--- src/rtl/scratchmem_arb.sv ---
// scratchmem_arb: round-robin arbiter between an instruction-fetch and a load/store master
// for the 128-bit scratchpad port, with post-ack recovery and a per-transaction timeout.
module scratchmem_arb #(
  parameter int TIMEOUT = 64
) (
  input  logic         clk_i,
  input  logic         rst_i,
  input  logic         m0_cyc_i,
  input  logic         m0_stb_i,
  input  logic         m0_we_i,
  input  logic [15:0]  m0_sel_i,
  input  logic [17:0]  m0_adr_i,
  input  logic [127:0] m0_dat_i,
  output logic         m0_ack_o,
  output logic         m0_err_o,
  output logic [127:0] m0_dat_o,
  input  logic         m1_cyc_i,
  input  logic         m1_stb_i,
  input  logic         m1_we_i,
  input  logic [15:0]  m1_sel_i,
  input  logic [17:0]  m1_adr_i,
  input  logic [127:0] m1_dat_i,
  output logic         m1_ack_o,
  output logic         m1_err_o,
  output logic [127:0] m1_dat_o,
  output logic         s_cs_o,
  output logic         s_cyc_o,
  output logic         s_stb_o,
  output logic         s_we_o,
  output logic [15:0]  s_sel_o,
  output logic [17:0]  s_adr_o,
  output logic [127:0] s_dat_o,
  output logic [7:0]   s_bndx_o,
  input  logic         s_ack_i,
  input  logic [127:0] s_dat_i,
  input  logic [7:0]   s_bndx_i
);

  typedef enum logic [1:0] {
    IDLE    = 2'd0,
    ACTIVE  = 2'd1,
    RECOVER = 2'd2
  } state_e;

  localparam logic [7:0] CNT_LAST = 8'(TIMEOUT - 1);

  state_e         state_q, state_d;
  logic           gnt_q, gnt_d;
  logic           last_q, last_d;
  logic [7:0]     cnt_q, cnt_d;
  logic           act_q, act_d;
  logic           we_q, we_d;
  logic [15:0]    sel_q, sel_d;
  logic [17:0]    adr_q, adr_d;
  logic [127:0]   wdat_q, wdat_d;
  logic           m0_ack_q, m0_ack_d, m0_err_q, m0_err_d;
  logic           m1_ack_q, m1_ack_d, m1_err_q, m1_err_d;
  logic [127:0]   m0_dat_q, m0_dat_d, m1_dat_q, m1_dat_d;
  logic           req0_s, req1_s, pick_s;
  logic           unused_s;

  // Contention goes to the master that was not served last.
  function automatic logic pick_master(input logic r0, input logic r1, input logic last);
    if (r0 && r1) begin
      return ~last;
    end else if (r1) begin
      return 1'b1;
    end else begin
      return 1'b0;
    end
  endfunction

  assign req0_s   = m0_cyc_i & m0_stb_i;
  assign req1_s   = m1_cyc_i & m1_stb_i;
  assign pick_s   = pick_master(req0_s, req1_s, last_q);
  assign unused_s = ^s_bndx_i;

  // Next-state, latch and response computation.
  always_comb begin
    state_d  = state_q;
    gnt_d    = gnt_q;
    last_d   = last_q;
    cnt_d    = cnt_q;
    act_d    = act_q;
    we_d     = we_q;
    sel_d    = sel_q;
    adr_d    = adr_q;
    wdat_d   = wdat_q;
    m0_ack_d = 1'b0;
    m0_err_d = 1'b0;
    m1_ack_d = 1'b0;
    m1_err_d = 1'b0;
    m0_dat_d = m0_dat_q;
    m1_dat_d = m1_dat_q;
    case (state_q)
      IDLE: begin
        if (req0_s || req1_s) begin
          gnt_d   = pick_s;
          we_d    = pick_s ? m1_we_i  : m0_we_i;
          sel_d   = pick_s ? m1_sel_i : m0_sel_i;
          adr_d   = pick_s ? m1_adr_i : m0_adr_i;
          wdat_d  = pick_s ? m1_dat_i : m0_dat_i;
          cnt_d   = 8'd0;
          act_d   = 1'b1;
          state_d = ACTIVE;
        end else begin
          act_d   = 1'b0;
        end
      end
      ACTIVE: begin
        // The ack is tested before the timeout so a coincident ack wins.
        if (s_ack_i) begin
          if (gnt_q) begin
            m1_ack_d = 1'b1;
            m1_dat_d = we_q ? m1_dat_q : s_dat_i;
          end else begin
            m0_ack_d = 1'b1;
            m0_dat_d = we_q ? m0_dat_q : s_dat_i;
          end
          last_d  = gnt_q;
          act_d   = 1'b0;
          state_d = RECOVER;
        end else if (cnt_q == CNT_LAST) begin
          if (gnt_q) begin
            m1_err_d = 1'b1;
          end else begin
            m0_err_d = 1'b1;
          end
          last_d  = gnt_q;
          act_d   = 1'b0;
          state_d = RECOVER;
        end else if (cnt_q != 8'hFF) begin
          cnt_d = cnt_q + 8'd1;
        end else begin
          cnt_d = cnt_q;
        end
      end
      RECOVER: begin
        act_d = 1'b0;
        if (!s_ack_i) begin
          state_d = IDLE;
        end else begin
          state_d = RECOVER;
        end
      end
      default: begin
        act_d   = 1'b0;
        state_d = IDLE;
      end
    endcase
  end

  // State and registered outputs; reset also drops the strobes of an in-flight transaction.
  always_ff @(posedge clk_i) begin
    if (rst_i) begin
      state_q  <= IDLE;
      gnt_q    <= 1'b0;
      last_q   <= 1'b1;
      cnt_q    <= 8'd0;
      act_q    <= 1'b0;
      we_q     <= 1'b0;
      sel_q    <= 16'd0;
      adr_q    <= 18'd0;
      wdat_q   <= 128'd0;
      m0_ack_q <= 1'b0;
      m0_err_q <= 1'b0;
      m1_ack_q <= 1'b0;
      m1_err_q <= 1'b0;
      m0_dat_q <= 128'd0;
      m1_dat_q <= 128'd0;
    end else begin
      state_q  <= state_d;
      gnt_q    <= gnt_d;
      last_q   <= last_d;
      cnt_q    <= cnt_d;
      act_q    <= act_d;
      we_q     <= we_d;
      sel_q    <= sel_d;
      adr_q    <= adr_d;
      wdat_q   <= wdat_d;
      m0_ack_q <= m0_ack_d;
      m0_err_q <= m0_err_d;
      m1_ack_q <= m1_ack_d;
      m1_err_q <= m1_err_d;
      m0_dat_q <= m0_dat_d;
      m1_dat_q <= m1_dat_d;
    end
  end

  assign s_cs_o   = act_q;
  assign s_cyc_o  = act_q;
  assign s_stb_o  = act_q;
  assign s_we_o   = we_q;
  assign s_sel_o  = sel_q;
  assign s_adr_o  = adr_q;
  assign s_dat_o  = wdat_q;
  assign s_bndx_o = {7'd0, gnt_q};
  assign m0_ack_o = m0_ack_q;
  assign m0_err_o = m0_err_q;
  assign m0_dat_o = m0_dat_q;
  assign m1_ack_o = m1_ack_q;
  assign m1_err_o = m1_err_q;
  assign m1_dat_o = m1_dat_q;

endmodule

--- config.mk ---
export PLATFORM = sky130hd
export DESIGN_NAME = scratchmem_arb
export DESIGN_NICKNAME = d
export VERILOG_FILES = /design/src/rtl/scratchmem_arb.sv
export SDC_FILE = /design/constraint.sdc
export NUM_CORES = 1
export LEC_CHECK = 0
export ABC_AREA = 1
export CORE_AREA = 2 2 352 354
export CTS_BUF_LIST = sky130_fd_sc_hd__clkbuf_2
export DETAILED_ROUTE_END_ITERATION = 12
export DIE_AREA = 0 0 354 356
export GPL_ROUTABILITY_DRIVEN = 0
export GPL_TIMING_DRIVEN = 0
export PLACE_DENSITY_LB_ADDON = 0.1
export SETUP_SLACK_MARGIN = 0.5
export SLEW_MARGIN = 10
export SYNTH_ARGS = -nofsm -noshare
export SYNTH_HDL_FRONTEND = slang
export SYNTH_SLANG_ARGS = --single-unit
--- constraint.sdc ---
create_clock -name clk_i -period 1.2 [get_ports clk_i]
set_input_delay 0.24 -clock clk_i [delete_from_list [all_inputs] [get_ports clk_i]]
set_output_delay 0.24 -clock clk_i [all_outputs]
set_load 0.02 [all_outputs]
# --- Yosys cells after proc, flatten, opt, wreduce, memory -nomap -nowiden ---
# Cells that the tools add are included.
totals:
  out_inout_bits: 434
  input_bits: 469
  word_cells: 70
  reg_bits: 436
op_classes:
  mux: 24
  addsub: 1
  n_eq_ne: 9
  bitwise_logic: 8
  reduce_logical: 13
op_table:
  columns: ["operator", "n"]
  rows:
  - ["128-bit two-way mux", 1]
  - ["8-bit two-way mux", 4]
  - ["18-bit two-way mux", 1]
  - ["16-bit two-way mux", 1]
  - ["8-bit one-hot mux with 2 select lines", 1]
  - ["1-bit two-way mux", 10]
  - ["8-bit by 1-bit adder with 8-bit output, second input constant", 1]
  - ["8-bit by 6-bit == test with 1-bit output, second input constant", 1]
  - ["2-bit two-way mux", 4]
  - ["2-bit inequality test, second input constant", 4]
  - ["8-bit inequality test, second input constant", 1]
  - ["4-bit AND reduction", 2]
  - ["1-bit NOT", 6]
  - ["2-bit one-hot mux with 3 select lines", 1]
  - ["2-bit AND reduction", 3]
  - ["5-bit AND reduction", 1]
  - ["2-bit nonzero test", 2]
  - ["4-bit OR reduction", 1]
  - ["3-bit inequality test, second input constant", 1]
  - ["3-bit OR reduction", 1]
  - ["1-bit AND", 2]
  - ["2-bit by 1-bit == test with 1-bit output, second input constant", 1]
  - ["2-bit == test, second input constant", 1]
  - ["2-bit logical NOT", 1]
  - ["3 further kinds", 3]

# --- Longest topological paths before layout ---
depth:
  depth_word: 5
  mapped_depth: 10
  ltp_nobuf: 9

# --- Least setup slack after synthesis ---
# No wires, ideal clock.
synth_timing:
  path_type: "reg-to-reg"
  start: "register cnt_q[0]"
  end: "register cnt_q[6]"
  stages_incl_launch_ff: 10
  setup_time_ps: 113
  path_buffers: 0
  required_time_ps: 1087
  arrival_ps: 1214
  setup_slack_ps: -127
  synth_period_minus_slack_ps: 1327
  cell_sequence: "dfxtp_1 > ha_1 > nand2_1 > nor2_1 > nand3_1 > nand2_2 > nor2_4 > nand2_1 > nand2_1 > nor2_1"
synth_via:
  elab_chain_cells: 5
  elab_cells_between_ends: 10
  cone_classes: "add/sub: 1; eq/ne: 4; mux: 4; reduce/logical: 1"
synth_rtl:
  columns: ["element", "line", "text"]
  rows:
  - ["from (decl)", "50", "logic [7:0] cnt_q, cnt_d;"]
  - ["from (signal assigned)", "175", "cnt_q <= cnt_d;"]
  - ["8-bit by 1-bit adder with 8-bit output", "133", "cnt_d = cnt_q + 8'd1;"]
  - ["8-bit two-way mux", "132", "end else if (cnt_q != 8'hFF) begin"]
  - ["8-bit two-way mux", "123", "end else if (cnt_q == CNT_LAST) begin"]
  - ["8-bit two-way mux", "112", "if (s_ack_i) begin"]
  - ["8-bit one-hot mux with 2 select lines", "95", "case (state_q)"]
# Several ways; a longest one is shown, not always the timed one. The select of a mux whose other input is x is not followed.
# A chain may end at the register's enable or synchronous reset.

# --- Worst setup path after layout ---
layout_timing:
  start: "register act_q (netlist: s_cs_o)"
  end: "output port s_cyc_o"
layout_rtl:
  columns: ["element", "line", "text"]
  rows:
  - ["from (decl)", "51", "logic act_q, act_d;"]
  - ["from (signal assigned)", "176", "act_q <= act_d;"]
  - ["to (decl)", "27", "output logic s_cyc_o,"]
# No word-level cell between the ends.

==> out/metrics.yaml <==
power_and_ir_drop:
  sequentialPowerShare_pct: 37.9
  powerDensity_mw_per_mm2: 1000
  leakage_nw: 19.0
  clock_power_share_pct: 28.8
  p_sw_share_pct: 34.3
  p_int_mw: 28.7
  power_switching_mw: 15.0
  vdd_ir_drop_max_mv: 0.666
  p_comb_share_pct: 33.3
timing:
  fin_crit_ns: 2.20
  rsz0062_at_grt: "true"
  setup_viol_count_final: 862
  slew_headroom_pct: 35.6
  whs_ns: -0.0360
  max_freq_ghz: 0.454
  tightest_slew_ns: 0.966
  period_share_pct: 184
  setup_ws_ns: -1.00
  slew_violations: 0
  finalClockSkew_ns: 0.102
  hold_viol: 1
logic_synthesis:
  yosys.area_share.adder_pct: 0.0696
  synth-simple-area-share_pct: 23.9
  synthDistinctLibCells: 30
  yosysSeqAreaShare_pct: 48.6
  synth_compound_area_share_pct: 17.3
  ys_ff_latch: 436
  syn_area_mm2: 0.0180
  syn_avg_cell_area_um2: 7.75
  synth_top_family_by_area: "simple AND/OR/NAND/NOR gates"
  ys_warn_count: 0
  synthXorXnorAreaFrac_pct: 0.0487
  muxShareOfSynthArea_pct: 0
  synthCells: 2318
setup_path:
  end_kind: "output port"
  crit_chain: "buf_6 > buf_8"
  crit_type: "register to output port"
  cp.arrival_ns: 1.96
  cpMaxStageDelayCell: "dfxtp_4"
  crit_fanout: 4
  start_kind: "register"
  cp_data_required_time_ns: 0.96
  max_stage_delay_ns: 0.41
clocking:
  root_buffer: "clkbuf_2"
  cts_made_buffers: 142
  cts_hold_buf: 877
  tritoncts: "built"
  htree_levels: 4
  cts.clk_slew.worst_paths_ns: 0.09
  insertion_delay_ns: 1.41
  clock-sinks: 436
  cts_max_path_buffers: 3
die:
  start_util_pct: 14.6
  die_h_um: 356
  placement_rows: 129
  core_mm2: 0.123
  num_io_pins: 903
  die_area_mm2: 0.126
  die_w_um: 354
detailed_routing:
  routed_via_density: 3.89
  wl_per_cell_um: 19.6
  drt-total-wl_mm: 120
  drt-pass1-iter-count: 5
  ant_nets: 0
  drc_errors: 0
  via_count: 23964
  drt_iter0_markers: 823
flow_run:
  drv_cap: 0
global_route:
  antenna_found_initial: 13
  grt_pass1_wl_mm: 170
  grt_usage_pct: 18.4
  grt_pass1_vias: 24970
  grt_max_degree: 17
  grt_overflow: 0
cells_and_area:
  fin_nets: 4900
  mostFrequentLayoutCells: "dlygate4sd3_1 (877), nor2_1 (515), clkdlybuf4s50_1 (459)"
  final_common_cell: "dlygate4sd3_1"
  final_area_mm2: 0.0436
  multiInputGateArea_mm2: 0.00784
  drive_above_1_share_pct: 36.1
  fillers: 12935
  area_delta_synth_final_pct: 143
  instances_no_fill: 6158
  seq_area_mm2: 0.00930
place:
  place_area_mm2: 0.0292
  port_buffers: 886
  hpwl_mm: 88.3
  dp.cells: 4847
outcome:
  outcome: "complete, but fails checks"
  violations: "hold timing, setup timing"
min_path:
  hp-class: "input pin to register"
==> critical path: cells and delay by family (launching register included) <==
kind | cells | cell delay [ns]
flops | 1 | 0.41
buf+inv | 2 | 0.22
==> cells by family after synthesis <==
kind of cell,after synthesis
AND/OR/NAND/NOR,1071
AO/OA/AOI/OAI,439
flip-flops,436
buffers and inverters,369
XOR/XNOR,1
adder cells (fa/ha/maj),1
other,1
==> cells in the mapped netlist <==
cell type  instances  area share (%)
o21a_1             1           0.042
nand2_2            3            0.10
nand3_1          175             4.9
a21oi_1            8            0.22
clkbuf_2           4            0.11
dfxtp_1          436              49
conb_1             1           0.021
buf_4             34             1.4
nand3b_1           1           0.042
o21ai_0          258             7.2
nor3_1             3           0.084
nor2_1           528              11
o21ai_1            7            0.19
nor3b_1            1           0.042
ha_1               1           0.070
nor4_1             1           0.035
inv_2              7            0.15
nand2_1          355             7.4
buf_6             29             1.8
nor2_4             2            0.13
clkbuf_1          58             1.2
o211ai_2         100             7.0
o21bai_1           2           0.084
nand3_2            2            0.11
clkbuf_4           1           0.042
buf_1              1           0.021
o211ai_1          63             2.6
buf_2             59             1.6
inv_1            176             3.7
xor2_1             1           0.049
==> layer usage <==
metal | routed length [um] | share of wire (%) | global-route usage, %
met5 | 21 | 0.017 | 0
met4 | 3760 | 3.1 | 6.71
met3 | 8360 | 6.9 | 5.82
met2 | 59600 | 50 | 32.8
met1 | 48600 | 40 | 20.5
==> final cells by class <==
type / count / area share (%)
multi-input combinational: 1519 / 18.0
buffer: 186 / 4.61
antenna: 11 / 0.0631
timing repair buffer: 1962 / 46.9
tap: 1637 / 4.70
sequential: 436 / 21.3
clock buffer: 201 / 2.31
inverter: 183 / 1.65
clock inverter: 23 / 0.439
==> metrics by stage <==
stage | power [mW] | setup WS [ns] | util, % | setup TNS (ns)
floorplan | 20.9 | -0.0657 | - | -17.08
global placement | 26.6 | -1.47 | 23.8 | -411.89
detailed placement | 26.5 | -1.47 | 23.8 | -415.77
CTS | 44.2 | -1.31 | 34.5 | -659.49
global route | 46.2 | -1.24 | 35.5 | -696.71
finish | 43.7 | -1.00 | 35.5 | -552.88
==> worst paths after layout <==
| check | cells past startpoint | start | to | slack, ns |
|---|---|---|---|---|
| min | 7 | m0_cyc_i | gnt_q | -0.04 |
| max reg2reg | 12 | gnt_q | m0_dat_o[35] | -0.64 |
| min reg2reg | 2 | m0_dat_o[34] | m0_dat_o[34] | 0.48 |
| max | 2 | s_cs_o | s_cyc_o | -1.00 |
==> registers in the layout, summed over array words and instances (netlist names), 2 cells and up <==
signal,count
s_adr_o,18
s_sel_o,16
state_q,2
m1_dat_o,128
s_dat_o,128
cnt_q,8
m0_dat_o,128
==> power by group through the flow <==
stage | clock [mW] | sequential (mW) | combinational, mW
global route | 14.1 | 16.7 | 15.5
CTS | 13.6 | 16.5 | 14.1
finish | 12.6 | 16.5 | 14.5
detailed placement | 0 | 16.5 | 10.0
global placement | 0 | 16.5 | 10.1
floorplan | 0 | 17.6 | 3.29
==> what timing repair did <==
action / 4_1_cts / 5_1_grt
setup endpoints to repair: 863 / 863
cloned: 17 / 13
pin swaps: 10 / 17
endpoints found under the hold margin: 436 / 5
resized for setup: 3361 / 140
setup buffers: 106 / 63
Power figures use the tool's default switching activity.
